## src/rtl/fft_mag_frame_rx_pkg.sv

```systemverilog
// Shared types and field layout for the FFT magnitude frame receiver.
// Holds FSM states, lane re/im offsets, status word offsets and clogb2().
package fft_pkg;

    typedef enum logic [2:0] {
        ST_IDLE    = 3'd0,
        ST_RUN     = 3'd1,
        ST_DISCARD = 3'd2,
        ST_DRAIN   = 3'd3,
        ST_STATUS  = 3'd4
    } state_e;

    localparam int LANE_W  = 32;
    localparam int PART_W  = 16;
    localparam int RE_LSB  = 0;
    localparam int IM_LSB  = 16;

    localparam int STAT_W           = 32;
    localparam int STAT_EARLY_BIT   = 31;
    localparam int STAT_MISSING_BIT = 30;
    localparam int STAT_BEATS_W     = 24;

    function automatic int clogb2(input int n);
        int r;
        r = 0;
        while ((1 << r) < n) r++;
        return r;
    endfunction

endpackage

```

## src/rtl/fft_mag_frame_rx_cmag_sq_pipe.sv

```systemverilog
// One lane of |X|^2: stage 1 squares re and im, stage 2 sums them.
// Both stages advance only when en is high so a stalled output holds still.
module cmag_sq_pipe
    import fft_pkg::*;
(
    input  logic              aclk,
    input  logic              areset,
    input  logic              en,
    input  logic [LANE_W-1:0] in_data,
    output logic [LANE_W-1:0] mag
);

    logic signed [PART_W-1:0] re, im;
    logic signed [LANE_W-1:0] re_x, im_x, re_sq, im_sq;
    logic [LANE_W-1:0] re_sq_d, re_sq_q, im_sq_d, im_sq_q, mag_d, mag_q;

    assign re    = in_data[RE_LSB +: PART_W];
    assign im    = in_data[IM_LSB +: PART_W];
    assign re_x  = {{(LANE_W-PART_W){re[PART_W-1]}}, re};
    assign im_x  = {{(LANE_W-PART_W){im[PART_W-1]}}, im};
    assign re_sq = re_x * re_x;
    assign im_sq = im_x * im_x;

    // Squares are at most 2^30 each, so the unsigned sum never wraps.
    always_comb begin
        re_sq_d = re_sq_q;
        im_sq_d = im_sq_q;
        mag_d   = mag_q;
        if (en) begin
            re_sq_d = re_sq;
            im_sq_d = im_sq;
            mag_d   = re_sq_q + im_sq_q;
        end
    end

    always_ff @(posedge aclk) begin
        if (areset) begin
            re_sq_q <= '0;
            im_sq_q <= '0;
            mag_q   <= '0;
        end else begin
            re_sq_q <= re_sq_d;
            im_sq_q <= im_sq_d;
            mag_q   <= mag_d;
        end
    end

    assign mag = mag_q;

endmodule

```

## src/rtl/fft_mag_frame_rx.sv

```systemverilog
// FFT output receiver: per-lane |X|^2 with FFT_LEN-beat framing enforcement
// and one status word per frame reporting early/missing tlast and beat count.
module fft_mag_frame_rx
    import fft_pkg::*;
#(
    parameter int FFT_LEN            = 8192,
    parameter int FFT_CHANNELS       = 2,
    parameter int FFT_AXI_DATA_WIDTH = 32
) (
    input  logic                                       aclk,
    input  logic                                       areset,
    input  logic [FFT_CHANNELS*FFT_AXI_DATA_WIDTH-1:0] s_axis_tdata,
    input  logic                                       s_axis_tvalid,
    input  logic                                       s_axis_tlast,
    output logic                                       s_axis_tready,
    output logic [FFT_CHANNELS*FFT_AXI_DATA_WIDTH-1:0] m_axis_tdata,
    output logic                                       m_axis_tvalid,
    output logic                                       m_axis_tlast,
    input  logic                                       m_axis_tready,
    input  logic                                       frame_enable,
    output logic                                       stat_valid,
    output logic [STAT_W-1:0]                          stat_tdata,
    output logic [15:0]                                frame_count
);

    localparam int BIN_W = clogb2(FFT_LEN) + 1;
    localparam logic [BIN_W-1:0] BIN_LAST = BIN_W'(FFT_LEN - 1);

    state_e                  state_q;
    logic [BIN_W-1:0]        bin_q;
    logic [STAT_BEATS_W-1:0] beats_q, beats_inc;
    logic                    early_q, missing_q, last_seen_q;
    logic                    stat_valid_q;
    logic [STAT_W-1:0]       stat_tdata_q, stat_word;
    logic [15:0]             frame_count_q;

    logic v1_d, v1_q, v2_d, v2_q, last1_d, last1_q, last2_d, last2_q;
    logic pipe_en, s_fire, run_fire, m_fire, at_last_bin, tag_last, last_out;

    assign pipe_en       = !(v2_q && !m_axis_tready);
    assign s_axis_tready = (state_q == ST_RUN) ? pipe_en : (state_q == ST_DISCARD);
    assign s_fire        = s_axis_tvalid && s_axis_tready;
    assign run_fire      = s_fire && (state_q == ST_RUN);
    assign m_fire        = v2_q && m_axis_tready;
    assign at_last_bin   = (bin_q == BIN_LAST);
    assign tag_last      = run_fire && (s_axis_tlast || at_last_bin);
    assign last_out      = m_fire && last2_q;
    assign beats_inc     = (beats_q == '1) ? beats_q : beats_q + STAT_BEATS_W'(1);

    always_comb begin
        stat_word                                = '0;
        stat_word[STAT_EARLY_BIT]                = early_q;
        stat_word[STAT_MISSING_BIT]              = missing_q;
        stat_word[STAT_BEATS_W-1:0]              = beats_q;
    end

    always_comb begin
        v1_d    = v1_q;
        v2_d    = v2_q;
        last1_d = last1_q;
        last2_d = last2_q;
        if (pipe_en) begin
            v1_d    = run_fire;
            last1_d = tag_last;
            v2_d    = v1_q;
            last2_d = last1_q;
        end
    end

    always_ff @(posedge aclk) begin
        if (areset) begin
            v1_q    <= 1'b0;
            v2_q    <= 1'b0;
            last1_q <= 1'b0;
            last2_q <= 1'b0;
        end else begin
            v1_q    <= v1_d;
            v2_q    <= v2_d;
            last1_q <= last1_d;
            last2_q <= last2_d;
        end
    end

    for (genvar c = 0; c < FFT_CHANNELS; c++) begin : g_lane
        cmag_sq_pipe u_lane (
            .aclk    (aclk),
            .areset  (areset),
            .en      (pipe_en),
            .in_data (s_axis_tdata[c*FFT_AXI_DATA_WIDTH +: FFT_AXI_DATA_WIDTH]),
            .mag     (m_axis_tdata[c*FFT_AXI_DATA_WIDTH +: FFT_AXI_DATA_WIDTH])
        );
    end

    always_ff @(posedge aclk) begin
        if (areset) begin
            state_q       <= ST_IDLE;
            bin_q         <= '0;
            beats_q       <= '0;
            early_q       <= 1'b0;
            missing_q     <= 1'b0;
            last_seen_q   <= 1'b0;
            stat_valid_q  <= 1'b0;
            stat_tdata_q  <= '0;
            frame_count_q <= '0;
        end else begin
            // The tagged-last beat may leave the pipe before DRAIN is reached.
            if (last_out) last_seen_q <= 1'b1;
            case (state_q)
                ST_IDLE: begin
                    if (frame_enable) begin
                        state_q     <= ST_RUN;
                        bin_q       <= '0;
                        beats_q     <= '0;
                        early_q     <= 1'b0;
                        missing_q   <= 1'b0;
                        last_seen_q <= 1'b0;
                    end
                end
                ST_RUN: begin
                    if (run_fire) begin
                        bin_q   <= bin_q + BIN_W'(1);
                        beats_q <= beats_inc;
                        if (s_axis_tlast) begin
                            early_q <= !at_last_bin;
                            state_q <= ST_DRAIN;
                        end else if (at_last_bin) begin
                            missing_q <= 1'b1;
                            state_q   <= ST_DISCARD;
                        end
                    end
                end
                ST_DISCARD: begin
                    if (s_fire) begin
                        beats_q <= beats_inc;
                        if (s_axis_tlast) state_q <= ST_DRAIN;
                    end
                end
                ST_DRAIN: begin
                    if (last_seen_q || last_out) begin
                        state_q       <= ST_STATUS;
                        stat_valid_q  <= 1'b1;
                        stat_tdata_q  <= stat_word;
                        frame_count_q <= frame_count_q + 16'd1;
                    end
                end
                ST_STATUS: begin
                    state_q      <= ST_IDLE;
                    stat_valid_q <= 1'b0;
                    early_q      <= 1'b0;
                    missing_q    <= 1'b0;
                    last_seen_q  <= 1'b0;
                end
                default: state_q <= ST_IDLE;
            endcase
        end
    end

    assign m_axis_tvalid = v2_q;
    assign m_axis_tlast  = last2_q;
    assign stat_valid    = stat_valid_q;
    assign stat_tdata    = stat_tdata_q;
    assign frame_count   = frame_count_q;

endmodule

```

## config.mk

```make
export PLATFORM = sky130hd
export DESIGN_NAME = fft_mag_frame_rx
export DESIGN_NICKNAME = d
export VERILOG_FILES = /design/src/rtl/fft_mag_frame_rx_pkg.sv /design/src/rtl/fft_mag_frame_rx_cmag_sq_pipe.sv /design/src/rtl/fft_mag_frame_rx.sv
export SDC_FILE = /design/constraint.sdc
export NUM_CORES = 2
export LEC_CHECK = 0
export CORE_MARGIN = 2
export CORE_UTILIZATION = 46
export DETAILED_ROUTE_END_ITERATION = 8
export HOLD_SLACK_MARGIN = 0.15
export PLACE_DENSITY_LB_ADDON = 0.25
export SLEW_MARGIN = 40
export SYNTH_ARGS = -nofsm -noshare
export SYNTH_HDL_FRONTEND = slang
export SYNTH_SLANG_ARGS = --single-unit
```

## constraint.sdc

```tcl
create_clock -name aclk -period 8.53 [get_ports aclk]
set_input_delay 1.2795 -clock aclk [delete_from_list [all_inputs] [get_ports aclk]]
set_output_delay 1.2795 -clock aclk [all_outputs]
set_load 0.005 [all_outputs]
```

### After elaboration in Yosys (flattened, before gate mapping)

Cells that the tools add are included.

* add/sub/neg operators: 5
* multiply operators: 4
* equal/unequal tests: 15
* mux-type cells: 30
* reduce and logical (&&, ||, !) cells: 23

Operator list (number)
* $mul A16 B16 Y32: 4
* $mux W24: 4
* $pmux W24 S3: 1
* $add A32 B32 Y32: 2
* $mux W14: 2
* $pmux W14 S2: 1
* $add A24 B1 Y24 const B: 1
* $eq A24 B24 Y1 const B: 1
* $mux W3: 7
* $add A16 B1 Y16 const B: 1
* $ne A2 B2 Y1 const B: 8
* $add A14 B1 Y14 const B: 1
* $eq A14 B13 Y1 const B: 1
* $pmux W3 S4: 1
* $mux W1: 10
* $reduce_and A4 Y1: 2
* $eq A3 B2 Y1 const B: 2
* $logic_and A1 B1 Y1: 6
* $pmux W1 S3: 2
* $reduce_and A6 Y1: 1
* $reduce_bool A3 Y1: 2
* $reduce_and A5 Y1: 1
* $pmux W1 S2: 2
* $reduce_and A2 Y1: 2
* other kinds (8): 12

* bits in registers: 283
* input bits: 70
* output and inout port bits: 116
* word-level logic and storage cells: 96

### Depth between registers and ports, before layout

* depth after elaboration: 8
* gate-level depth with buffers: 27
* depth with buffers taken out: 24

### By module

Synthesis repeated with hierarchy kept, for this count alone.

* cell total of the unflattened synthesis: 5509
* area, all modules: 49316.0 um2

Modules (own cells, without submodules)
* cmag_sq_pipe (g_lane[0].u_lane): times used 1, cells an instance 2492, area each 22472.8 um2, seq. area each 1881.8 um2
* cmag_sq_pipe (g_lane[1].u_lane): times used 1, cells an instance 2482, area each 22427.8 um2, seq. area each 1881.8 um2
* fft_mag_frame_rx: times used 1, cells an instance 535, area each 4415.5 um2, seq. area each 1821.7 um2

### Worst setup path after synthesis

No wires, ideal clock.

* path type: input -> register
* start point: input port s_axis_tdata[63]
* end point: register g_lane[1].u_lane.im_sq_q[28]
* data arrival time: 7150 ps
* data required time: 8413 ps
* slack: 1263 ps
* stages on the path: 24
* cell sequence: clkbuf_1 inv_1 clkbuf_1 nor2_1 fa_1 fa_1 inv_1 fa_1 inv_1 fa_1 fa_1 inv_1 fa_1 inv_1 ha_1 a21oi_1 o21ai_0 nand2b_1 o32a_1 o311a_1 o21ai_1 nand2_1 xor2_1 a22o_1

* word-level cells in the longest chain between the ends: 1

RTL lines
* start, declared: RTL line fft_mag_frame_rx.sv:12 `input logic [FFT_CHANNELS*FFT_AXI_DATA_WIDTH-1:0] s_axis_tdata,`
* $mul A16 B16 Y32: RTL line fft_mag_frame_rx_cmag_sq_pipe.sv:22 `assign im_sq = im_x * im_x;`
* end signal, assigned: RTL line fft_mag_frame_rx_cmag_sq_pipe.sv:43 `im_sq_q <= im_sq_d;`
* end, declared: RTL line fft_mag_frame_rx_cmag_sq_pipe.sv:15 `logic [LANE_W-1:0] re_sq_d, re_sq_q, im_sq_d, im_sq_q, mag_d, mag_q;`

No other way between the ends.
A chain may end at the register's enable or synchronous reset.

### Final worst setup path

* start point: input port s_axis_tdata[11]
* end point: register g_lane[0].u_lane.re_sq_q[29]

* word-level cells in the longest chain between the ends: 1

RTL lines
* $mul A16 B16 Y32: RTL line fft_mag_frame_rx_cmag_sq_pipe.sv:21 `assign re_sq = re_x * re_x;`
* end signal, assigned: RTL line fft_mag_frame_rx_cmag_sq_pipe.sv:42 `re_sq_q <= re_sq_d;`
* end, declared: RTL line fft_mag_frame_rx_cmag_sq_pipe.sv:15

No other way between the ends.

==> metrics.md <==
| Metric | Value |
|---|---|
| Status | complete, no violations |
| Detailed-route wire length | 110300 um |
| Residual DRC | 0 |
| Tmin final | 7568 ps |
| CP arrival | 7990 ps |
| Leading post-synthesis cells by cell area | fa_1, dfxtp_1, ha_1 |
| CP endpoint kind | register |
| Overall routing resource usage | 21.58% |
| Setup TNS | 0 ps |
| Post-CTS Setup Bufs | 0 |
| Post-CTS Resized | 0 |
| Initial detailed-routing violation count | 1684 |
| WL/cell | 15.90 um |
| Slew margin rel. | 47.50% |
| Setup Viol. Count Final | 0 |
| GRT overflow | 0 |
| Via count | 34880 |
| Fin crit share | 88.72% |
| Cell Rows | 118 |
| Register clock-pin slew on the reported worst setup and hold paths | 60 ps |
| RSZ-0062 raised after global routing | no |
| I/O pin total | 186 |
| Die area | 106800 sq um |
| Post-synth EDFFs | 0 |
| Area of the core | 103500 sq um |
| Crit start category | input port |
| Asr flop ratio synth | 0% |
| IO Port Bufs | 179 |
| GP Congestion | 0.8747 |
| Synthesized area per cell | 8.855 sq um |
| Sequential share of the synthesized area | 11.66% |
| WP data required | 8950 ps |
| Vias in the first global route | 37780 |
| Primary FF master, synth | dfxtp_1 |
| TritonCTS Buffers | 28 |
| Synthesized area | 47920 sq um |
| Hold Buf Count CTS | 0 |
| Initial antenna violation count | 2 |
| Final Max Slew Viols | 0 |
| Final net count | 6965 |
| Chip Width | 326.8 um |
| Worst Tran Pin Value | 787.5 ps |
| Peak Freq | 132.1 MHz |
| CTS Root Cell | clkbuf_16 |
| Area Growth Syn to Fin | 9.303% |
| CTS sink count | 279 |
| DR pass1 iterations | 5 |
| Setup CP Type | in -> reg |
| Clock tree skew after final layout | 16.28 ps |
| Antenna Diode Count | 0 |
| Die height | 326.8 um |
| Synthesis-stage register bit count | 279 |
| Largest area contributor in the netlist | fa_1 |
| HP Class | reg -> reg |
| Largest net degree at the start of global routing | 71 |
| Ys Warns | 0 |
| Layout cells sized above 1 | 3.548% |
| Clock Tree Buf Depth | 3 |
| H-Tree Depth | 1 |
| Hold Fails Final Rpt | 0 |
| DP Wirelength | 93050 um |
| CTS tree | built |
| Starting Density | 46.30% |
| Synth top area share | 39.44% |
| Worst-Skew Late Latency | 580 ps |
| Cell variety after synth | 92 |
| Syn Inst Count | 5412 |
| Crit-path max FO | 13 |
| Maxcap violations | 0 |
| Vias/cell | 5.031 |
| ANT nets after route | 0 |
| First-pass GRT wire length | 187600 um |
-- through the flow --
stage	hold WS [ps]	instance area [sq um]	setup slack, ps	utilization [%]	std cells
6_report	451.5	52380	961.8	50.61	6933
5_1_grt	475.2	52380	658.5	50.61	6933
4_1_cts	452.0	52360	1064	50.59	6932
3_5_place_dp	442.5	51400	496.5	49.67	6881
3_3_place_gp	439.2	51400	584.8	49.66	6881
2_1_floorplan	423.9	47940	1264	-	5417
-- cells by family after synthesis --
group	share of synthesized area (%)
buf+inv	11.72
mux	0.2141
xor+xnor	4.661
other cells	0.007825
flops	11.66
compound gates	8.856
fa+ha+maj	50.38
simple gates	12.51
-- state kept, by name (all words and copies together), names as in the netlist, 3 cells and up --
register / flops
g_lane.u_lane.im_sq_q: 62
frame_count: 16
state_q: 3
g_lane.u_lane.re_sq_q: 62
g_lane.u_lane.mag: 64
bin_q: 14
beats_q: 24
stat_tdata: 26
-- metal layers --
layer  share of wire [%]  track usage (%)  vias up
li1                    -                -    16660
met1                  42            27.45    17500
met2                  52            39.57      575
met3                 3.5            2.156      153
met4                 2.4            4.607        0
met5                   0                0        -
-- final cells by class --
class	count	area, sq um
Clock buffer	38	778.2
Clock inverter	13	172.7
Fill cell	9802	51120
Inverter	1297	4868
Multi-Input combinational cell	3658	36770
Sequential cell	279	5585
Tap cell	1380	1727
Timing Repair Buffer	268	2477
-- cells in the final DEF, fill, tap and decap left out, drive strengths merged, types with 7 or more instances in the layout --
master         synthesis  layout
a211o                  9       9
a211oi                26      26
a21o                  53      53
a21oi                288     288
a311oi                 7       7
a31o                  13      13
a31oi                 19      19
and2                 167     167
and3                  17      17
buf                   21      90
clkbuf               161      38
clkdlybuf4s50          0     178
clkinv                 3      12
dfxtp                279     279
fa                   944     944
ha                   419     419
inv                 1294    1295
mux2i                  8       8
nand2                685     685
nand2b                26      26
nand3                 53      53
nand4                 25      25
nor2                 243     243
nor2b                 23      23
nor3                  38      38
o211ai                19      19
o21a                  18      18
o21ai                146     146
o21bai                19      19
o31ai                 11      11
or2                   16      16
or3                   24      24
xnor2                171     171
xor2                  84      84
-- Yosys cell counts (8+ instances only) --
cell	number
nor2b_1	23
nand2_1	684
ha_1	419
xnor2_1	171
o21bai_1	19
o21a_1	18
o21ai_0	128
nor3_1	37
mux2i_1	8
a211oi_1	22
buf_4	10
o21ai_1	17
and2_1	167
nor2_1	243
nand2b_1	26
or2_2	13
a211o_1	9
xor2_1	84
o211ai_1	19
o31ai_1	10
dfxtp_1	279
a21o_1	52
clkbuf_1	161
inv_1	1293
and3_1	16
or3_1	24
a31oi_1	19
a21oi_1	282
nand3_1	53
nand4_1	24
a31o_2	13
fa_1	944
-- worst paths after layout --
check             slack, ps                           end  cells after the start                        start
hold / removal          450      g_lane[1].u_lane.mag[20]                      2     g_lane[1].u_lane.mag[20]
setup / recovery        960  g_lane[0].u_lane.re_sq_q[29]                     21             s_axis_tdata[11]
hold reg to reg         450      g_lane[1].u_lane.mag[20]                      2     g_lane[1].u_lane.mag[20]
setup reg to reg       5510      g_lane[0].u_lane.mag[19]                     10  g_lane[0].u_lane.im_sq_q[3]
-- critical path: stages --
cell,delay [ps]
clkdlybuf4s50_1,910
nand2_1,260
fa_1,570
fa_1,550
fa_1,530
inv_1,60
fa_1,500
fa_1,500
inv_1,50
fa_1,480
inv_1,50
ha_1,320
a211oi_1,250
o211ai_1,160
a311oi_1,280
nor2_1,110
a2111oi_2,450
nor2_1,190
a31oi_1,260
xor2_1,160
o21ai_0,90
Power is left out: the tool's default activity adds up to more than one toggle a clock period on the data nets, which glitch-free logic cannot reach.
